<file path="config.mk">
export PLATFORM = sky130hd
export DESIGN_NAME = baseline_ctrl
export DESIGN_NICKNAME = d
export VERILOG_FILES = /design/src/rtl/baseline_ctrl.sv
export SDC_FILE = /design/constraint.sdc
export NUM_CORES = 1
export LEC_CHECK = 0
export BUFFER_PORTS_ARGS = -buffer_cell sky130_fd_sc_hd__buf_2
export CORE_ASPECT_RATIO = 0.75
export CORE_MARGIN = 1.5
export CORE_UTILIZATION = 45
export CTS_CLUSTER_SIZE = 8
export DETAILED_ROUTE_END_ITERATION = 16
export PLACE_DENSITY = 0.61
export SLEW_MARGIN = 20
export SYNTH_ARGS = -nofsm -noshare
export SYNTH_HDL_FRONTEND = slang
export SYNTH_SLANG_ARGS = --single-unit
</file>
<file path="constraint.sdc">
create_clock -name clk -period 4.25 [get_ports clk]
set_input_delay 1.275 -clock clk [delete_from_list [all_inputs] [get_ports clk]]
set_output_delay 1.275 -clock clk [all_outputs]
set_load 0.05 [all_outputs]
</file>
<file path="src/rtl/baseline_ctrl.sv">
// baseline_ctrl: sequences the drift histogram and tracks the ADC baseline from its peak bin
module baseline_ctrl #(
  parameter int ACC_CYCLES    = 65536,
  parameter int SETTLE_CYCLES = 516,
  parameter int RD_LAT        = 2,
  parameter int MIN_PEAK      = 16,
  parameter int LOCK_TOL      = 2
) (
  input  logic        clk,
  input  logic        rst_n,
  input  logic        enable,
  input  logic [13:0] init_center,
  input  logic [13:0] q_b,
  output logic [13:0] center_val,
  output logic        pause,
  output logic        rescale,
  output logic [8:0]  rdaddr,
  output logic [8:0]  peak_bin,
  output logic [13:0] peak_count,
  output logic        update,
  output logic        low_stat,
  output logic        locked
);
  typedef enum logic [2:0] {IDLE, SETTLE, ACCUM, FREEZE, SCAN, DECIDE} state_t;
  state_t state, state_n;
  logic [31:0] cnt;
  logic [8:0] max_bin, bin, cand_bin, abs_delta;
  logic [13:0] max_cnt, cand_cnt, sat;
  logic signed [15:0] sum;
  logic sampling, take, low, same;
  // scan running-max candidate and the saturated re-centre value
  always_comb begin
    bin = cnt[8:0] - 9'(RD_LAT);
    sampling = state == SCAN && cnt >= 32'(RD_LAT);
    take = cnt == 32'(RD_LAT) || q_b > max_cnt;
    cand_bin = take ? bin : max_bin;
    cand_cnt = take ? q_b : max_cnt;
    sum = $signed({2'b0, center_val}) + $signed({7'b0, peak_bin}) - 16'sd255;
    sat = sum < 16'sd0 ? 14'd0 : sum > 16'sd16383 ? 14'h3fff : sum[13:0];
    abs_delta = peak_bin >= 9'd255 ? peak_bin - 9'd255 : 9'd255 - peak_bin;
    low = peak_count < 14'(MIN_PEAK);
    same = sat == center_val;
  end
  // next-state: enable low from any active state returns to IDLE
  always_comb begin
    state_n = state;
    if (state != IDLE && !enable) state_n = IDLE;
    else
      case (state)
        IDLE:    state_n = enable ? SETTLE : IDLE;
        SETTLE:  state_n = cnt == 32'(SETTLE_CYCLES - 1) ? ACCUM : SETTLE;
        ACCUM:   state_n = cnt == 32'(ACC_CYCLES - 1) ? FREEZE : ACCUM;
        FREEZE:  state_n = cnt == 32'd1 ? SCAN : FREEZE;
        SCAN:    state_n = cnt == 32'(511 + RD_LAT) ? DECIDE : SCAN;
        DECIDE:  state_n = (low || same) ? ACCUM : SETTLE;
        default: state_n = IDLE;
      endcase
  end
  // state register and per-state cycle counter, cleared on every transition
  always_ff @(posedge clk or negedge rst_n)
    if (!rst_n) begin
      state <= IDLE;
      cnt <= '0;
    end else begin
      state <= state_n;
      cnt <= (state_n != state || state == IDLE) ? '0 : cnt + 32'd1;
    end
  // registered outputs: histogram controls, scan maximum, and the baseline decision
  always_ff @(posedge clk or negedge rst_n)
    if (!rst_n) begin
      center_val <= '0;
      pause <= 1'b0;
      rescale <= 1'b0;
      rdaddr <= '0;
      peak_bin <= '0;
      peak_count <= '0;
      update <= 1'b0;
      low_stat <= 1'b0;
      locked <= 1'b0;
      max_bin <= '0;
      max_cnt <= '0;
    end else begin
      pause <= state_n == FREEZE || state_n == SCAN;
      rescale <= state_n == ACCUM;
      update <= 1'b0;
      low_stat <= 1'b0;
      if (state == IDLE && enable) center_val <= init_center;
      if (state_n == FREEZE) rdaddr <= '0;
      else if (state == SCAN && enable && rdaddr != 9'd511) rdaddr <= rdaddr + 9'd1;
      if (sampling && enable) begin
        max_bin <= cand_bin;
        max_cnt <= cand_cnt;
      end
      if (state == SCAN && state_n == DECIDE) begin
        peak_bin <= cand_bin;
        peak_count <= cand_cnt;
      end
      if (state == DECIDE && enable) begin
        if (low) low_stat <= 1'b1;
        else if (same) locked <= 1'b1;
        else begin
          center_val <= sat;
          update <= 1'b1;
          locked <= (abs_delta <= 9'(LOCK_TOL));
        end
      end
    end
endmodule
</file>
==> results.json, run 1 <==
{
  "period_share_pct": 94.7,
  "period_minus_slack_ps": 4030,
  "clkTransAtPathRegs_ps": 80,
  "cts-root-buf": "clkbuf_16",
  "crit_path_end_kind": "register",
  "crit_required_ps": 4480,
  "die_y_um": 114,
  "synth_xor_area_share_pct": 5.95,
  "cts_num_sinks": 109,
  "syn_area_per_cell_um2": 9.26,
  "slew_violations": 0,
  "num_io_pins": 82,
  "port_buffers": 81,
  "drive_gt1_share_pct": 21.5,
  "yosysSeqAreaShare_pct": 37.1,
  "worst_skew_pair.late_latency_ps": 360,
  "synthAdderAreaFrac_pct": 8.26,
  "dpl.cell_count": 1097,
  "dr.pass1.iters": 5,
  "fin_skew_ps": 10.8,
  "final-setup-viol-count": 0,
  "synth_simple_gate_area_share_pct": 17.9,
  "die_area_um2": 17100,
  "worstPathCellList": "ha_1 -> ha_1 -> inv_1 -> fa_1 -> nand2b_1 -> a21boi_4 -> or3_1 -> a2111o_1 -> a211oi_2 -> a211oi_1 -> buf_4 -> a2111oi_2 -> buf_4 -> and3_1 -> buf_4 -> o22ai_1",
  "cts_tree": "yes",
  "grt_pass1_vias": 5976,
  "via_count": 6325,
  "synthCells": 795,
  "max_stage_delay_ps": 450,
  "fp.dieW_um": 151,
  "ys_ff_latch": 109,
  "arrival_ps": 4260,
  "coreArea_um2": 16000,
  "overflow": 0,
  "worstSetupStartpointType": "register",
  "grt_pass1_wl_um": 30200,
  "crit_slowest_cell": "a2111o_1",
  "cpLargestDelayFamily": "compound AO/OA/AOI/OAI gates",
  "final_cells": 1114,
  "maxCapViolations": 0,
  "synthFlopType": "dfrtp_1",
  "cp_num_buf_inv": 4,
  "drc": 0,
  "grt_max_degree": 56,
  "synthMuxAreaShare_pct": 9.66,
  "critPathKind": "reg -> reg",
  "irDropWorstVdd_mv": 0.377,
  "max-clock-path-buffers": 2,
  "synth-warning-count": 0,
  "totalWireLength_um": 18700,
  "antenna_found_initial": 0,
  "leakage_nw": 4.07,
  "status": "finished, final reports clean",
  "htreeDepth": 3,
  "p_per_area_nw_per_um2": 598,
  "synth_top_family_by_area": "simple AND/OR/NAND/NOR gates",
  "synthDistinctLibCells": 74,
  "async_flop_share_pct": 100,
  "max_freq_mhz": 248,
  "area_growth_pct": 17.2,
  "rows": 40,
  "hold_path_class": "reg -> reg",
  "vias_per_cell": 5.68,
  "synth_edf_count": 0,
  "postRouteAntennaNets": 0,
  "synthesis.nets": 874,
  "wl_per_cell_um": 16.8,
  "hpwl_um": 14300,
  "tns_ps": 0,
  "gp_congestion": 0.943,
  "synth_area_um2": 7360,
  "postCtsHoldBufs": 0,
  "crit_top_cell": "buf_4",
  "rsz0062_at_grt": "no",
  "cp_max_fo": 5,
  "fin_nets": 978,
  "worstMarginPinSlew_ps": 1060,
  "drt_first_iter_violations": 460,
  "maxSlewHeadroom_pct": 29.0,
  "initial_core_util_pct": 45.9,
  "timing_hold_violations_final": 0,
  "synth_compound_area_share_pct": 16.7,
  "num_antenna_cells": 0,
  "grt_use_total_pct": 22.4,
  "cts_buffers": 9,
  "utilization_pct": 53.8
}
## placed cells by master (no fill, tap or decap), drive strengths merged, types with 3 or more instances in the layout
cell     netlist  final
a2111oi        4      4
a211o          9      9
a211oi         8      8
a21o          12     12
a21oi         31     31
and2           6      6
and3          12     12
buf           15    129
clkbuf        21     10
dfrtp        109    109
ha            47     47
inv           44     46
mux2          24     24
mux2i         44     44
nand2         77     77
nand2b         7      7
nand3         30     30
nand3b         3      3
nand4         18     18
nor2          73     73
nor2b          4      4
nor3          17     17
nor4          17     17
o2111ai        3      3
o211a          3      3
o211ai        12     12
o21a           4      4
o21ai         39     39
o22ai         10     10
o31a           3      3
o32a           3      3
or2            3      3
or3            3      3
xnor2         16     16
xor2          34     34
## sequential cells by signal (all words and copies together), names as in the netlist, 3 cells and up
register    count
rdaddr          9
max_cnt        14
state           3
max_bin         9
peak_bin        9
cnt            32
center_val     14
peak_count     14
## worst paths after layout
check | startpoint | endpoint | slack (ps) | depth (start not counted)
min in group asynchronous | rst_n | peak_count[4] | 960 | 1
max | center_val[1] | center_val[0] | 220 | 16
max reg2reg | center_val[1] | center_val[0] | 220 | 16
max in group asynchronous | rst_n | update | 2400 | 2
min reg2reg | peak_count[3] | peak_count[3] | 470 | 2
min | peak_count[3] | peak_count[3] | 470 | 2
## power by group
part           switching [mW]  internal [mW]  total (mW)
clock network           0.396          0.538       0.934
registers               0.119           1.12        1.24
logic                    1.87           1.11        2.98
## stage by stage
step	power (mW)	hold WS, ps	cell area [um^2]	setup slack (ps)
2_1_floorplan	3.27	479	7360	283
3_3_place_gp	4.06	464	8270	251
3_5_place_dp	4.12	467	8270	177
4_1_cts	5.08	485	8600	127
5_1_grt	5.47	500	8620	16.4
6_report	5.15	475	8620	224
## layer usage
layer	wire length, um	vias to the layer above	track usage, %
met5	0	-	0
met4	224	0	5.63
met3	1200	22	5.40
met2	7970	192	32.8
met1	9270	3047	33.2
li1	-	3064	-
## cells in the mapped netlist, types with 3 or more instances
cell       instances  share of area [%]
nand4_1           18                1.5
nor3_1            16                1.1
xor2_1            34                4.0
o21ai_1           18                1.2
a211o_1            9                1.1
o22ai_2            7                1.2
nor2_1            73                3.7
a21o_1            12                1.2
o32a_1             3               0.41
o22ai_1            3               0.26
o21ai_0           20                1.4
ha_1              47                8.0
nand2b_1           7               0.60
nand2_1           77                3.9
and2_1             5               0.43
buf_4              3               0.31
o2111ai_1          3               0.36
xnor2_1           16                1.9
inv_1             44                2.2
a211oi_2           3               0.51
or3_1              3               0.26
buf_1              3               0.15
o31a_1             3               0.36
o21a_1             4               0.41
mux2_2            24                3.7
o211ai_1          11                1.1
o211a_1            3               0.41
clkbuf_1          21                1.1
nand3_1           30                2.0
nor4_1            17                1.4
nor2b_1            4               0.34
nand3b_1           3               0.31
a211oi_1           5               0.51
and3_1            12                1.0
buf_2              8               0.54
a21oi_1           30                2.0
dfrtp_1          109                 37
mux2i_1           44                6.0
## kinds of logic after synthesis
family | Yosys count
adders and majority gates | 48
AOI/OAI and AO/OA | 164
muxes | 68
and+or+nand+nor | 276
xor gates and xnor gates | 50
DFF | 109
buffers and inverters | 80
## timing repair
action / CTS / global route
resized for setup: 0 / 2
setup buffers: 0 / 1
setup endpoints to repair: 0 / 11
endpoints found under the hold margin: 0 / 0
## worst min-delay path: stages (launching register included)
cell and delay [ps]:
dfrtp_1 340, nand2_1 40, o21ai_0 60
## final cells by class
cell class	count	area, um^2
clock buffers	10	239
clock inverters	6	92.6
fillers	1456	7390
inverters	44	165
multi-input cells	606	4330
flip-flops and latches	109	2730
well taps	210	263
repair buffers	129	806
(Power assumes the default switching activity.)
==> run 2: changes to the inputs <==
- BUFFER_PORTS_ARGS: -buffer_cell sky130_fd_sc_hd__buf_2 -> -buffer_cell sky130_fd_sc_hd__buf_4
==> results.json, run 2 (synthesis gave the netlist of run 1 again) <==
{
  "status": "finished, final reports clean",
  "postRouteAntennaNets": 0,
  "die_y_um": 114,
  "p_switching_mw": 2.37,
  "fin_nets": 980,
  "drt_first_iter_violations": 437,
  "cts_num_sinks": 109,
  "cp_max_fo": 8,
  "grt_pass1_wl_um": 29500,
  "clkPwrFrac_pct": 16.8,
  "fp.dieW_um": 151,
  "arrival_ps": 4220,
  "postCtsHoldBufs": 0,
  "hpwl_um": 14200,
  "maxSlewHeadroom_pct": 34.8,
  "worstSetupStartpointType": "register",
  "totalWireLength_um": 18600,
  "grt_use_total_pct": 22.1,
  "cts-root-buf": "clkbuf_16",
  "crit_required_ps": 4530,
  "wl_per_cell_um": 16.7,
  "port_buffers": 81,
  "final_cells": 1116,
  "final-setup-viol-count": 0,
  "worst_skew_pair.late_latency_ps": 350,
  "multi_input_area_um2": 4330,
  "coreArea_um2": 16000,
  "die_area_um2": 17100,
  "vias_per_cell": 5.59,
  "fin_skew_ps": 8.90,
  "p_per_area_nw_per_um2": 585,
  "fill_cells": 1425,
  "p_int_mw": 2.79,
  "timing_hold_violations_final": 0,
  "cts_resized": 0,
  "drive_gt1_share_pct": 21.6,
  "hold_path_class": "reg -> reg",
  "num_antenna_cells": 0,
  "cts_buffers": 9,
  "antenna_found_initial": 0,
  "leakage_nw": 4.09,
  "dr.pass1.iters": 5,
  "p_comb_share_pct": 59.1,
  "layout_commonest_cell": "buf_4",
  "cts_tree": "yes",
  "grt_pass1_vias": 5700,
  "overflow": 0,
  "via_count": 6233,
  "max-clock-path-buffers": 2,
  "critPathKind": "reg -> reg",
  "period_minus_slack_ps": 3940,
  "rsz0062_at_grt": "no",
  "crit_path_end_kind": "register",
  "period_share_pct": 92.7,
  "initial_core_util_pct": 45.9,
  "dp_slack_ps": 215,
  "most-common-layout-cells": "128 x buf_4, 109 x dfrtp_1, 77 x nand2_1, 73 x nor2_1, 47 x ha_1",
  "slew_violations": 0,
  "regMostFlops": "cnt",
  "largest_reg_flops": 32,
  "dpl.cell_count": 1100,
  "num_io_pins": 82,
  "max_freq_mhz": 254,
  "drc": 0,
  "power.share.switching_pct": 46.0,
  "p_total_mw": 5.16,
  "regArea_um2": 2730,
  "grt_max_degree": 72,
  "setup_slack_ps": 308,
  "postCtsSetupBuffers": 0,
  "area_growth_pct": 19.8,
  "power_frac_seq_pct": 24.0,
  "htreeDepth": 3,
  "rows": 40,
  "worstMarginPinSlew_ps": 970,
  "gp_congestion": 0.959,
  "maxCapViolations": 0,
  "tns_ps": 0,
  "clkTransAtPathRegs_ps": 70,
  "irDropWorstVdd_mv": 0.356,
  "whs_ps": 488
}
run 2: cell types whose count changed in the layout (fill, tap and decap cells not counted), sizes merged:
| cell | before | now |
|---|---|---|
| buf | 129 | 131 |
| bufinv | 2 | 1 |
| clkinvlp | 1 | 2 |
run 2: critical path, stage by stage, from the launching register on:
cell       delay, ps
dfrtp_1          400
ha_1             290
ha_1             160
inv_1             60
fa_1             380
buf_4            150
xor2_1           180
a222oi_1         380
o211ai_1         140
a211o_1          310
o21bai_1         190
a221o_1          420
a2111oi_4        240
a41oi_4          170
buf_4            220
o22ai_2          160
run 2: final timing paths:
check / start / endpoint / slack [ps] / cells after the start
worst max-delay path: center_val[1] / center_val[7] / 310 / 15
worst min-delay path: peak_count[3] / peak_count[3] / 490 / 2
worst max register to register: center_val[1] / center_val[7] / 310 / 15
worst min register to register: peak_count[3] / peak_count[3] / 490 / 2
max in group asynchronous: rst_n / cnt[9] / 2450 / 2
min in group asynchronous: rst_n / peak_count[3] / 1050 / 1
run 2: layer usage:
layer  GRT usage (%)  vias up  routed length [um]
met2            31.9      156                7910
met4            4.14        0                 179
met3            4.48       16                1120
met1            34.3     2985                9380
li1                -     3076                   -
met5               0        -                   0
run 2: area by class of cell:
class / instances / area share (%)
clock inverters: 6 / 0.795
multi-input cells: 606 / 49.1
clock buffers: 10 / 2.71
well taps: 210 / 2.98
inverters: 44 / 1.87
repair buffers: 131 / 11.6
flip-flops and latches: 109 / 30.9
run 2: power groups by stage:
stage | clock network, mW | registers (mW) | logic, mW
floorplan | 0 | 1.50 | 1.77
global placement | 0 | 1.25 | 2.93
detailed placement | 0 | 1.26 | 2.97
CTS | 0.896 | 1.24 | 2.98
global route | 0.939 | 1.25 | 3.29
finish | 0.869 | 1.24 | 3.05
run 2: through the flow:
stage / cell area, um^2 / util (%)
floorplan: 7360 / -
global placement: 8490 / 53.0
detailed placement: 8490 / 53.0
CTS: 8800 / 55.0
global route: 8810 / 55.0
finish: 8810 / 55.0
